**config.mk**
```make
export PLATFORM = sky130hd
export DESIGN_NAME = nrzi_rx_decoder
export DESIGN_NICKNAME = d
export VERILOG_FILES = /design/src/rtl/usb_rx_pkg.sv /design/src/rtl/nrzi_line_decoder.sv /design/src/rtl/nrzi_rx_decoder.sv
export SDC_FILE = /design/constraint.sdc
export NUM_CORES = 1
export LEC_CHECK = 0
export ABC_AREA = 0
export BUFFER_PORTS_ARGS = -buffer_cell sky130_fd_sc_hd__buf_2
export CORE_MARGIN = 5
export CORE_UTILIZATION = 26
export CTS_BUF_LIST = sky130_fd_sc_hd__clkbuf_8 sky130_fd_sc_hd__clkbuf_16
export DETAILED_ROUTE_END_ITERATION = 8
export PLACE_DENSITY = 0.47
export SLEW_MARGIN = 20
export SYNTH_ARGS = -nofsm -noshare
export SYNTH_HDL_FRONTEND = slang
export SYNTH_SLANG_ARGS = --single-unit
```
**constraint.sdc**
```tcl
create_clock -name useClk -period 2.3 [get_ports useClk]
set_clock_uncertainty 0.05 [all_clocks]
set_input_delay 0.575 -clock useClk [delete_from_list [all_inputs] [get_ports useClk]]
set_output_delay 0.575 -clock useClk [all_outputs]
set_load 0.05 [all_outputs]
```
**src/rtl/usb_rx_pkg.sv**
```systemverilog
// Shared types and constants for the NRZI receive path: FSM states, line-state encodings, thresholds.
// Latency: none (definitions only); backpressure: none.
package usb_rx_pkg;

  typedef enum logic [2:0] {
    IDLE = 3'd0,
    SYNC = 3'd1,
    DATA = 3'd2,
    EOP  = 3'd3,
    ERR  = 3'd4
  } rxState_t;

  // Encoded directly as {dp, dm} so classification is a plain cast.
  typedef enum logic [1:0] {
    LINE_SE0 = 2'b00,
    LINE_K   = 2'b01,
    LINE_J   = 2'b10,
    LINE_SE1 = 2'b11
  } lineState_t;

  localparam logic [2:0] STUFF_LIMIT   = 3'd6;
  localparam logic [1:0] EOP_SE0_MIN   = 2'd2;
  localparam logic [2:0] SYNC_ZERO_MIN = 3'd5;

  function automatic logic isJk(input lineState_t ls);
    return (ls == LINE_J) || (ls == LINE_K);
  endfunction

endpackage

```
**src/rtl/nrzi_line_decoder.sv**
```systemverilog
// Line classifier plus NRZI decode; lineState/lineBit are combinational from dp/dm and the previous J/K sample.
// Latency: 0 cycles (previous-sample register updates on sampleEn J/K samples); backpressure: none.
module nrzi_line_decoder
  import usb_rx_pkg::*;
(
  input  logic       useClk,
  input  logic       rstN,
  input  logic       sampleEn,
  input  logic       dp,
  input  logic       dm,
  output lineState_t lineState,
  output logic       lineBit
);

  lineState_t prevJk;

  always_comb begin
    lineState = lineState_t'({dp, dm});
    lineBit   = (lineState == prevJk);
  end

  // SE0/SE1 carry no NRZI level, so they never disturb the reference.
  always_ff @(posedge useClk or negedge rstN) begin
    if (!rstN) begin
      prevJk <= LINE_J;
    end else if (sampleEn && isJk(lineState)) begin
      prevJk <= lineState;
    end
  end

endmodule

```
**src/rtl/nrzi_rx_decoder.sv**
```systemverilog
// NRZI receive decoder: SYNC detect, bit unstuffing, LSB-first byte assembly, EOP and error detection.
// Latency: pulses appear one useClk after the deciding sampleEn cycle; backpressure: none, sampleEn paces the line.
module nrzi_rx_decoder
  import usb_rx_pkg::*;
(
  input  logic       useClk,
  input  logic       rstN,
  input  logic       sampleEn,
  input  logic       dp,
  input  logic       dm,
  output logic [7:0] rxData,
  output logic       rxValid,
  output logic       rxActive,
  output logic       rxEop,
  output logic       rxError
);

  lineState_t lineState;
  logic       lineBit;

  rxState_t   state, stateNxt;
  logic [2:0] zeroCnt, zeroNxt;
  logic [2:0] bitCnt, bitNxt;
  logic [2:0] onesCnt, onesNxt;
  logic [1:0] se0Cnt, se0Nxt;
  logic [7:0] shiftReg, shiftNxt;
  logic [7:0] dataNxt;
  logic       validNxt, activeNxt, eopNxt, errNxt;

  nrzi_line_decoder uLineDec (
    .useClk    (useClk),
    .rstN      (rstN),
    .sampleEn  (sampleEn),
    .dp        (dp),
    .dm        (dm),
    .lineState (lineState),
    .lineBit   (lineBit)
  );

  always_ff @(posedge useClk or negedge rstN) begin
    if (!rstN) begin
      state    <= IDLE;
      zeroCnt  <= 3'd0;
      bitCnt   <= 3'd0;
      onesCnt  <= 3'd0;
      se0Cnt   <= 2'd0;
      shiftReg <= 8'h00;
      rxData   <= 8'h00;
      rxValid  <= 1'b0;
      rxActive <= 1'b0;
      rxEop    <= 1'b0;
      rxError  <= 1'b0;
    end else begin
      state    <= stateNxt;
      zeroCnt  <= zeroNxt;
      bitCnt   <= bitNxt;
      onesCnt  <= onesNxt;
      se0Cnt   <= se0Nxt;
      shiftReg <= shiftNxt;
      rxData   <= dataNxt;
      rxValid  <= validNxt;
      rxActive <= activeNxt;
      rxEop    <= eopNxt;
      rxError  <= errNxt;
    end
  end

  always_comb begin
    stateNxt = state;
    zeroNxt  = zeroCnt;
    bitNxt   = bitCnt;
    onesNxt  = onesCnt;
    se0Nxt   = se0Cnt;
    shiftNxt = shiftReg;
    dataNxt  = rxData;
    validNxt = 1'b0;
    eopNxt   = 1'b0;
    errNxt   = 1'b0;

    if (sampleEn) begin
      case (state)
        IDLE: begin
          if (lineState == LINE_K) begin
            stateNxt = SYNC;
            zeroNxt  = 3'd1;
          end
        end

        SYNC: begin
          if (!isJk(lineState)) begin
            stateNxt = IDLE;
          end else if (!lineBit) begin
            if (zeroCnt != 3'd7) zeroNxt = zeroCnt + 3'd1;
          end else if (zeroCnt >= SYNC_ZERO_MIN) begin
            // The closing 1 of SYNC counts toward the first stuffing run.
            stateNxt = DATA;
            bitNxt   = 3'd0;
            onesNxt  = 3'd1;
          end else begin
            stateNxt = IDLE;
          end
        end

        DATA: begin
          case (lineState)
            LINE_SE0: begin
              stateNxt = EOP;
              se0Nxt   = 2'd1;
            end
            LINE_SE1: begin
              stateNxt = ERR;
              errNxt   = 1'b1;
              se0Nxt   = 2'd0;
            end
            default: begin
              if (onesCnt == STUFF_LIMIT) begin
                if (lineBit) begin
                  stateNxt = ERR;
                  errNxt   = 1'b1;
                  se0Nxt   = 2'd0;
                end else begin
                  onesNxt = 3'd0;
                end
              end else begin
                shiftNxt = {lineBit, shiftReg[7:1]};
                bitNxt   = bitCnt + 3'd1;
                onesNxt  = lineBit ? onesCnt + 3'd1 : 3'd0;
                if (bitCnt == 3'd7) begin
                  dataNxt  = shiftNxt;
                  validNxt = 1'b1;
                end
              end
            end
          endcase
        end

        EOP: begin
          case (lineState)
            LINE_SE0: begin
              if (se0Cnt != 2'd3) se0Nxt = se0Cnt + 2'd1;
            end
            LINE_J: begin
              if (se0Cnt >= EOP_SE0_MIN) begin
                // A partial byte is dropped but still flagged alongside the EOP.
                stateNxt = IDLE;
                eopNxt   = 1'b1;
                errNxt   = (bitCnt != 3'd0);
              end else begin
                stateNxt = ERR;
                errNxt   = 1'b1;
                se0Nxt   = 2'd0;
              end
            end
            default: begin
              stateNxt = ERR;
              errNxt   = 1'b1;
              se0Nxt   = 2'd0;
            end
          endcase
        end

        ERR: begin
          // se0Cnt doubles as the "SE0 seen" flag while waiting to resync.
          case (lineState)
            LINE_SE0: se0Nxt = 2'd1;
            LINE_J: begin
              if (se0Cnt != 2'd0) begin
                stateNxt = IDLE;
                se0Nxt   = 2'd0;
              end
            end
            default: se0Nxt = 2'd0;
          endcase
        end

        default: stateNxt = IDLE;
      endcase
    end

    activeNxt = (stateNxt == DATA) || (stateNxt == EOP);
  end

endmodule

```
==> results by group <==
Run status
  – Status: complete, no violations

Critical path
  – Crit. End Element: flip-flop
  – Reg2Reg Setup Slack: 0.32 ns
  – Crit path kind: reg -> reg
  – WP data required: around 2.4 ns
  – CP Launch Point: onesCnt[0]
  – Worst Path Arrival: 2.10 ns
  – Critical path fanouts, max: 5
  – R2R depth: 7
  – Startpoint types: flip-flop
  – Worst reg2reg path startpoint: onesCnt[0]
  – RR Endpoint: onesCnt[1]

Job
  – Max_cap viols: 0

Global route
  – Number of global-route vias before repair: approximately 1300
  – First-pass GRT wire length: between 6 and 7 mm
  – Initial antenna violation count: 0
  – Gr usage total: about 9.3%
  – Grt total ovfl: 0
  – Pin count of the biggest net entering global routing: 36

Final layout
  – Core Util, Final: between 30 and 40%
  – Fin area: around 2200 µm²
  – Layout area overhead: 17.2%
  – N_diodes: 0
  – Net count, final: 226
  – Non-filler instance count after layout: roughly 310
  – Most frequent cells in the layout: 35 x nand2_1, 34 x dfrtp_1, 16 x buf_2
  – Most common cell after layout, fill and taps aside: nand2_1
  – Share of layout cells above drive strength 1: ~18%

Timing
  – Final Max Tran Viols: 0
  – Slew HR: between 60 and 70%
  – Final Cycle Share: between 80% and 90%
  – Worst-Margin Slew: about 0.53 ns
  – Finish-stage setup viols: 0
  – Final Hold Viols: 0
  – RSZ-0062 raised after global routing: false
  – Fin crit period: 1.98 ns
  – Setup TNS: 0 ns
  – WHS: approximately 0.27 ns
  – Fmax: slightly above 0.5 GHz
  – Final WS setup: around 0.32 ns

CTS
  – CTS tree: yes
  – Clk Tree Root Cell: clkbuf_8
  – Clock tree buffer depth: 2
  – # H-tree levels: 2
  – Hold_buf cts: 0
  – Clock-pin transition on the worst setup and hold timing paths: ~0.07 ns
  – Clk sinks: 35
  – Setup Buffers After CTS: 0
  – Post-cts sizing count: 0
  – CTS buffer count: 5
  – Clock Latency Late Sink: roughly 0.28 ns

Power
  – Final Power: 1.98 mW
  – Worst vdd ir: roughly 0.23 mV
  – Pwr per Cell Area: about 900 nW/µm²
  – Leak pwr: 1.13 nW

Drt
  – Via count: about 1400
  – WL final: 3.70 mm
  – DRC: 0
  – Via density per instance: about 4.4
  – WL/cell: about 12 µm
  – 1st-iter DRT viols: 78
  – Antenna-violating nets left: 0
  – First-pass iteration count of the detailed router: 4

Floorplanning
  – Starting density of the core: 26.3%
  – Die area: 9030 µm²
  – Die width: 95.0 µm
  – Core area: 7140 µm²
  – Ports: 17
  – Die Y-Extent: 95.0 µm
  – Site Rows: 31

Hold path
  – Hold crit path type: in -> async

Placement
  – Dpl cell area: ~2100 µm²
  – Place WS: 0.112 ns
  – HPWL after DPL: roughly 2.7 mm
  – Dpl cells: between 200 and 300
  – Port Buffers: 16
  – RD Place Congestion: between 0.7 and 0.8

Yosys
  – Dominant synthesized flop cell: dfrtp_1
  – Async set-reset flop share out of synthesis: 100%
  – Register area share after synthesis: between 40% and 50%
  – Synth unique cells: 43
  – Post-synth net total: between 200 and 250
  – Yosys warns: 0
  – Netlist Area Pre-Place: 1880 µm²
  – Synthesized area per cell: between 10 and 15 µm²
  – Gate Count Post-Synth: between 150 and 200
  – #FFs+latches synth: 35
  – EDFF count, synth: 0
==> flip-flops by register name, indices dropped and copies added (netlist names), 2 cells and up, named ones only <==
register,count
uLineDec.prevJk,2
shiftReg,7
zeroCnt,3
state,2
rxData,8
se0Cnt,2
bitCnt,3
onesCnt,3
==> synth_stat cells, drive strengths merged, types with 3 or more instances <==
cell     n  share of area (%)
a22o     4                1.9
nor2     6                1.6
inv     13                2.6
nor3     6                1.6
nand2   37                7.7
mux2i    5                2.7
clkbuf   3               0.60
o21ai    8                2.1
nand3    4                1.1
mux2    10                6.2
a21o     3                1.2
dfrtp   34                 45
ha      15                 10
nor2b    4                1.3
==> logic make-up (layout without fill, tap and decap cells) <==
group	Yosys count	in the layout	synth area share, %
muxes	15	15	8.85
AOI/OAI and AO/OA	27	27	10.4
and+or+nand+nor	71	71	19.0
DFF	35	35	46.7
xor gates and xnor gates	2	2	0.932
buffers and inverters	18	42	4.19
adders and majority gates	15	15	9.99
==> where the power goes <==
group          switching (mW)  internal, mW
logic                   0.309         0.239
clock network           0.233         0.323
registers               0.146         0.726
total                   0.688          1.29
==> how the worst max path moves through the flow <==
| stage | end | cells past startpoint |
|---|---|---|
| floorplan | rxData[0] | 6 |
| global placement | rxActive | 8 |
| detailed placement | rxActive | 8 |
| CTS | se0Cnt[1] | 7 |
| global route | onesCnt[1] | 7 |
| finish | onesCnt[1] | 7 |
==> critical path, cell delays in order, from the launching register on <==
cell     delay [ns]
dfrtp_1        0.43
inv_1          0.08
ha_1           0.16
nand2_1        0.10
nor3_1         0.43
nor3_1         0.12
nor2_1         0.16
mux2_1         0.33
==> layer usage <==
layer | track usage, % | routed length [µm]
met5 | 0 | 0
met4 | 3.97 | 57
met3 | 2.37 | 117
met2 | 14.0 | 1620
met1 | 12.6 | 1910
==> cell type report <==
cell class	instances	area, µm²
Tap cell	99	124
Multi-Input combinational cell	130	923
Clock buffer	5	68.8
Sequential cell	35	877
Inverter	13	48.8
Clock inverter	3	43.8
Fill cell	773	4930
Timing Repair Buffer	21	118
Note: power is estimated with default switching activity, not from simulation.
